`src/rtl/cache_line_fill_ctrl.sv`:
```
// cache_line_fill_ctrl: miss-service engine that writes back a dirty victim line
// and refills the missing line word-by-word between the bus and cache data RAM.
module cache_line_fill_ctrl #(
    parameter int TAG_WID      = 14,
    parameter int ENTRYSEL_WID = 4,
    parameter int LINE_WORDS   = 4,
    parameter int WORDSEL_WID  = $clog2(LINE_WORDS),
    parameter int ADDR_WID     = 32
) (
    input  logic                                clk,
    input  logic                                rst,
    input  logic                                line_miss,
    input  logic                                replace_dirty,
    input  logic [TAG_WID-1:0]                  miss_tag,
    input  logic [ENTRYSEL_WID-1:0]             miss_ent,
    input  logic [TAG_WID-1:0]                  victim_tag,
    input  logic                                flush_req,
    output logic                                line_refill,
    output logic [TAG_WID-1:0]                  refill_tag,
    output logic                                writeback_ok,
    output logic                                valid_clear,
    output logic                                busy,
    output logic                                cmem_we,
    output logic [ENTRYSEL_WID+WORDSEL_WID-1:0] cmem_addr,
    output logic [31:0]                         cmem_wdata,
    input  logic [31:0]                         cmem_rdata,
    output logic                                bus_req,
    output logic                                bus_we,
    output logic [ADDR_WID-1:0]                 bus_addr,
    output logic [31:0]                         bus_wdata,
    input  logic [31:0]                         bus_rdata,
    input  logic                                bus_ack
);
    typedef enum logic [2:0] {IDLE, WB_RD, WB_LAT, WB_BUS, WB_DONE, RF_BUS, RF_DONE, FLUSH} state_t;
    state_t                  state;
    logic [TAG_WID-1:0]      tag, vtag;
    logic [ENTRYSEL_WID-1:0] ent;
    logic [WORDSEL_WID-1:0]  cnt;
    logic [31:0]             buffer;
    logic                    last, wb_bus, rf_bus;
    logic [TAG_WID+ENTRYSEL_WID+WORDSEL_WID+1:0] beat_addr;
    assign last   = cnt == WORDSEL_WID'(LINE_WORDS - 1);
    assign wb_bus = state == WB_BUS;
    assign rf_bus = state == RF_BUS;
    always_ff @(posedge clk or negedge rst) begin
        if (!rst) begin
            state  <= IDLE;
            tag    <= '0;
            vtag   <= '0;
            ent    <= '0;
            cnt    <= '0;
            buffer <= '0;
        end else begin
            case (state)
                IDLE: begin
                    if (flush_req) begin
                        ent   <= miss_ent;
                        state <= FLUSH;
                    end else if (line_miss) begin
                        ent   <= miss_ent;
                        tag   <= miss_tag;
                        vtag  <= victim_tag;
                        cnt   <= '0;
                        state <= replace_dirty ? WB_RD : RF_BUS;
                    end
                end
                WB_RD:  state <= WB_LAT;
                WB_LAT: begin
                    buffer <= cmem_rdata;
                    state  <= WB_BUS;
                end
                // LINE_WORDS is a power of two, so the counter wraps to 0 on its own
                WB_BUS: if (bus_ack) begin
                    cnt   <= cnt + 1'b1;
                    state <= last ? WB_DONE : WB_RD;
                end
                WB_DONE: state <= RF_BUS;
                RF_BUS: if (bus_ack) begin
                    cnt   <= cnt + 1'b1;
                    state <= last ? RF_DONE : RF_BUS;
                end
                default: state <= IDLE;
            endcase
        end
    end
    always_comb begin
        beat_addr    = {wb_bus ? vtag : tag, ent, cnt, 2'b00};
        busy         = state != IDLE;
        bus_req      = wb_bus | rf_bus;
        bus_we       = wb_bus;
        bus_addr     = bus_req ? ADDR_WID'(beat_addr) : '0;
        bus_wdata    = wb_bus ? buffer : '0;
        cmem_we      = rf_bus & bus_ack;
        cmem_addr    = (state == WB_RD || rf_bus) ? {ent, cnt} : '0;
        cmem_wdata   = rf_bus ? bus_rdata : '0;
        line_refill  = state == RF_DONE;
        refill_tag   = line_refill ? tag : '0;
        writeback_ok = state == WB_DONE;
        valid_clear  = state == FLUSH;
    end
endmodule

```
`config.mk`:
```
export PLATFORM = sky130hd
export DESIGN_NAME = cache_line_fill_ctrl
export DESIGN_NICKNAME = d
export VERILOG_FILES = /design/src/rtl/cache_line_fill_ctrl.sv
export SDC_FILE = /design/constraint.sdc
export NUM_CORES = 1
export LEC_CHECK = 0
export CAP_MARGIN = 20
export CORE_AREA = 2 2 88 90
export DETAILED_ROUTE_END_ITERATION = 12
export DIE_AREA = 0 0 90 92
export DONT_BUFFER_PORTS = 1
export PLACE_DENSITY = 0.7
export SLEW_MARGIN = 20
export SYNTH_ARGS = -nofsm -noshare
export SYNTH_HDL_FRONTEND = slang
export SYNTH_SLANG_ARGS = --single-unit
```
`constraint.sdc`:
```
create_clock -name clk -period 1.9 [get_ports clk]
set_input_delay 0.285 -clock clk [delete_from_list [all_inputs] [get_ports clk]]
set_output_delay 0.285 -clock clk [all_outputs]
set_load 0.01 [all_outputs]
```
Yosys cells after proc, flatten, opt, wreduce, memory -nomap -nowiden:

Index checks and enable logic that the tools add are counted.

* memory bits (writable): 0
* register bits after elaboration: 69
* word-level logic and storage cells: 54
* bits in latches: 0
* memory bits (read-only): 0
* memories kept: 0
* output and inout bits: 123

* bitwise logic cells: 3
* equal/unequal tests: 14
* add/sub/neg operators: 1
* shifts and indexed selects: 0
* $lt $le $gt $ge: 0
* div/mod/pow operators: 0
* reduce and logical (&&, ||, !) cells: 10
* multipliers: 0
* multiplexer cells: 20

Operator list (number)
* 32-bit 2-to-1 mux: 2
* 14-bit 2-to-1 mux: 2
* 22-bit 2-to-1 mux: 1
* 3-bit 2-to-1 mux: 6
* 3-bit case mux with 6 select lines: 1
* 3-bit == test, second input constant: 4
* 2-bit 2-to-1 mux: 4
* 4-bit 2-to-1 mux: 2
* 2-bit inequality test, second input constant: 4
* 3-bit by 2-bit == test with 1-bit output, second input constant: 2
* 6-bit 2-to-1 mux: 1
* 3-bit AND reduction: 2
* 2-bit case mux with 2 select lines: 1
* 4-bit AND reduction: 1
* 2-bit nonzero test: 2
* 3-bit by 1-bit == test with 1-bit output, second input constant: 1
* 3-bit zero test: 1
* 3-bit inequality test, second input constant: 1
* 3-bit nonzero test: 1
* 2-bit by 1-bit adder with 2-bit output, second input constant: 1
* 2-bit == test, second input constant: 1
* 2-bit by 1-bit inequality test with 1-bit output, second input constant: 1
* 2-bit AND reduction: 1
* 2-bit OR reduction: 1
* 4 further kinds: 4

Logic depth before layout (Yosys ltp):

* word-level depth: 4
* gate-level depth with buffers: 7
* mapped depth without buffers: 4

Worst setup path after synthesis:

Ideal clock, no wire load.

* path type: flip-flop to output port
* start point: register state[2]
* end point: output port bus_addr[18]
* required time: 1.615 ns
* data arrival time: 1.399 ns
* path buffers: 3
* cell stages (with the launch flop): 8
* slack: 0.216 ns
* path through: dfrtp_1 > buf_4 > nand3b_2 > inv_2 > buf_4 > buf_4 > nand2_1 > a21oi_1

* cells in the longest elaborated chain, start to end: 3
* elaborated cells on any way between the ends: 5

RTL lines
* start, declared: line 35 `state_t state;`
* start signal, assigned: line 64 `state <= replace_dirty ? WB_RD : RF_BUS;`
* start signal, assigned: line 75 `state <= last ? WB_DONE : WB_RD;`
* start signal, assigned: line 80 `state <= last ? RF_DONE : RF_BUS;`
* 3-bit by 2-bit == test with 1-bit output or 3-bit == test (tied branches): line 43, 44
* 14-bit 2-to-1 mux or 1-bit bitwise OR (tied branches): line 87, 89
* 22-bit 2-to-1 mux (*): line 91 `bus_addr = bus_req ? ADDR_WID'(beat_addr) : '0;`
* end, declared: line 29 `output logic [ADDR_WID-1:0] bus_addr,`

Every way passes the cells marked *; elsewhere a longest branch is shown, timed or not.

Final worst setup path:

* start point: register state[1]
* end point: output port refill_tag[3]

* cells in the longest elaborated chain, start to end: 2

RTL lines
* 3-bit == test: line 96 `line_refill = state == RF_DONE;`
* 14-bit 2-to-1 mux: line 97 `refill_tag = line_refill ? tag : '0;`
* end, declared: line 19 `output logic [TAG_WID-1:0] refill_tag,`

No other way between the ends.

==> impl_metrics.env <==
export IMPL_synth_seq_area_share_pct=45.65
export IMPL_synth_ff_latch_count=69
export IMPL_endpoint_required_time_on_the_critical_path_ns=1.62
export IMPL_cts_buffers=9
export IMPL_gp_routability_congestion=0.7798
export IMPL_worstReg2RegStart="state[1]"
export IMPL_final_hold_violation_count=0
export IMPL_grt_setup_unrepaired="yes"
export IMPL_synthDistinctLibCells=35
export IMPL_avgRoutedWirePerCell_um=20.17
export IMPL_setup_worst_path_end_class="primary output"
export IMPL_clkTransAtPathRegs_ns=0.07
export IMPL_worst_path_max_delay_cell="dfrtp_2"
export IMPL_run_status="complete, no violations"
export IMPL_syn_area_um2=3782
export IMPL_pwr_density_cell_nw_per_um2=1775
export IMPL_die_height_um=92
export IMPL_top_level_ports=225
export IMPL_worst_endpoint_arrival_ns=1.61
export IMPL_grt_antenna_before_repair=1
export IMPL_cts_root_buffer="clkbuf_8"
export IMPL_start_kind="register"
export IMPL_clk_latency_ns=0.33
export IMPL_instances_no_fill=468
export IMPL_avgSynthCellArea_um2=10.90
export IMPL_rows=32
export IMPL_postRouteAntennaNets=0
export IMPL_routed_wirelength_um=9438
export IMPL_htree_levels=3
export IMPL_layout_common_cells="dfrtp_1 (67), mux2_2 (55), and2_1 (39), and3_1 (33), nand2_1 (32)"
export IMPL_dpl_hpwl_um=6406
export IMPL_grt_max_degree=70
export IMPL_timing_critical_path_cells="buf_8, nor3b_4, buf_6, and2_4"
export IMPL_rrSetupSlack_ns=0.18
export IMPL_cts_sinks=69
export IMPL_min_path_type="in -> reg"
export IMPL_post_synth_top_area_cell="dfrtp_1"
export IMPL_maxClockFrequency_mhz=528.6
export IMPL_track_usage_pct=21.12
export IMPL_slew_viol_final=0
export IMPL_1st_pass_router_iterations=4
export IMPL_tritoncts="done"
export IMPL_chipWidth_um=90
export IMPL_layout_min_cycle_time_ns=1.892
export IMPL_grt_pass1_wl_um=13520
export IMPL_vdd_drop_max_v=0.0008565
export IMPL_drt_initial_drc_count=161
export IMPL_p_leak_nw=2.053
export IMPL_io_buffers=0
export IMPL_layout_area_overhead_vs_synth_pct=16.28
export IMPL_worst_hold_path_num_cells=1
export IMPL_die_area_um2=8280
export IMPL_vias=2658
export IMPL_dp_cells=440
export IMPL_synth_warnings=0
export IMPL_final_fill_count=613
export IMPL_cts_buffer_depth=2
export IMPL_critical_path_max_fanout=11
export IMPL_timing_reg2reg_worst_path_depth=4
export IMPL_post_drt_via_cell_ratio=5.679
export IMPL_critical_path_max_stage_delay_ns=0.47
export IMPL_vias_in_the_first_global_route=2605
export IMPL_initial_utilization_pct=50.79
export IMPL_hold_path_startpoint="bus_ack"
export IMPL_design_core_area_um2=7447
export IMPL_drcViolationCount=0
export IMPL_share_of_final_layout_standard_cells_stronger_than_drive_strength_1_pct=41.64
export IMPL_critical_path_class="reg -> out"
export IMPL_postLayoutCoreUtil_pct=59.06
export IMPL_fin_nets=464
export IMPL_max_cap_viols=0
export IMPL_worst_hold_path_endpoint="state[1]"
export IMPL_timing_final_crit_share_pct=99.57
export IMPL_timing_final_setup_violations=0
export IMPL_final_setup_skew_ns=0.005712
export IMPL_syn_instance_count=347
export IMPL_crit_reg2reg_capture="ent[3]"
export IMPL_biggest_area_contributors_in_the_synthesized_netlist="dfrtp_1 (46%), mux2_2 (16%), and2_1 (8.8%)"
export IMPL_top_area_cell_type_share_of_the_netlist_area_pct=45.65
export IMPL_overflow=0
export IMPL_layout_cells_most_common="dfrtp_1"
[power by group]
part           leakage (nW)  switching (W)  internal, W
Combinational          1.14        0.00205      0.00193
Sequential            0.824       0.000451      0.00222
Clock                0.0915       0.000562     0.000599
Total                  2.05        0.00306      0.00475
[repair_timing]
| item | 4_1_cts | 5_1_grt |
|---|---|---|
| pin swaps | 1 | 2 |
| hold buffers | 2 | 0 |
| gates resized for setup | 12 | 42 |
| endpoints found under the setup margin | 68 | 87 |
| hold endpoints to repair | 69 | 0 |
| cloned | 0 | 3 |
| buffers inserted | 0 | 7 |
[layer usage]
metal | wire length (um) | up-vias | global-route usage (%)
met5 | 0 | - | 0
met4 | 350 | 0 | 13.33
li1 | - | 1183 | -
met2 | 4909 | 157 | 36.15
met1 | 3416 | 1291 | 22.72
met3 | 761 | 27 | 6.656
[worst max-delay path, delay by kind of cell (launching register included)]
kind / cells / cell delay (ns)
flip-flops: 1 / 0.47
AND/OR/NAND/NOR: 2 / 0.45
buffers and inverters: 2 / 0.35
[synth_stat cells]
cell	n
dfrtp_1	69
mux2_2	55
and2_1	53
and3_1	39
nand2_1	32
buf_4	18
a21oi_1	14
clkbuf_1	12
mux2_4	9
buf_6	5
inv_1	4
nor2_1	4
nand2b_1	3
nor2b_1	3
a221oi_1	2
buf_2	2
nand2_2	2
nor3b_2	2
o221ai_1	2
o22ai_1	2
a31o_2	1
and2_0	1
clkbuf_2	1
conb_1	1
ha_1	1
inv_2	1
nand3b_2	1
nor3_1	1
nor3_4	1
o21a_1	1
o21ai_0	1
o21ba_2	1
o21bai_1	1
or2_2	1
xor2_4	1
[cell type report]
class                           instances  area [um2]  share of cell area (%)
Multi-Input combinational cell        247        1983                   45.09
Timing Repair Buffer                   29       341.6                   7.767
Inverter                                5       26.28                  0.5974
Antenna cell                            1       2.502                 0.05690
Clock inverter                          6       63.81                   1.451
Tap cell                              102       127.6                   2.902
Clock buffer                            9       123.9                   2.817
Sequential cell                        69        1729                   39.32
[flip-flops by register name, indices dropped and copies added (netlist names)]
register	count
buffer	32
tag	14
vtag	14
ent	4
state	3
cnt	2
[worst max-delay path by stage]
stage,slack (ns),endpoint,startpoint
final,0.008,refill_tag[3],state[1]
after global routing,-0.06,refill_tag[2],state[2]
after CTS,-0.007,refill_tag[12],state[2]
after detailed placement,0.17,tag[10],state[1]
after global placement,0.22,vtag[6],state[1]
after floorplan,0.22,bus_addr[18],state[2]
[cells by family after synthesis]
group	after synthesis	share of synthesized area [%]
AND/OR/NAND/NOR	143	21.97
flip-flops	69	45.65
multiplexers	64	19.95
buffers and inverters	43	7.145
AO/OA/AOI/OAI	25	4.135
adder cells (fa/ha/maj)	1	0.3307
other	1	0.09914
XOR/XNOR	1	0.7278
[through the flow]
stage	hold slack [ns]	setup WS (ns)	cell area [um2]	total power, W	TNS, ns
floorplan	-0.01059	0.2162	3824	0.005227	0
global placement	-0.009336	0.2194	3869	0.005791	0
detailed placement	-0.009243	0.1725	3869	0.005905	0
CTS	0.04456	-0.007191	4131	0.007208	-0.02253
global route	0.04672	-0.06437	4398	0.008330	-1.920
finish	0.06433	0.008216	4398	0.007807	0
Note: power is estimated with default switching activity, not from simulation.
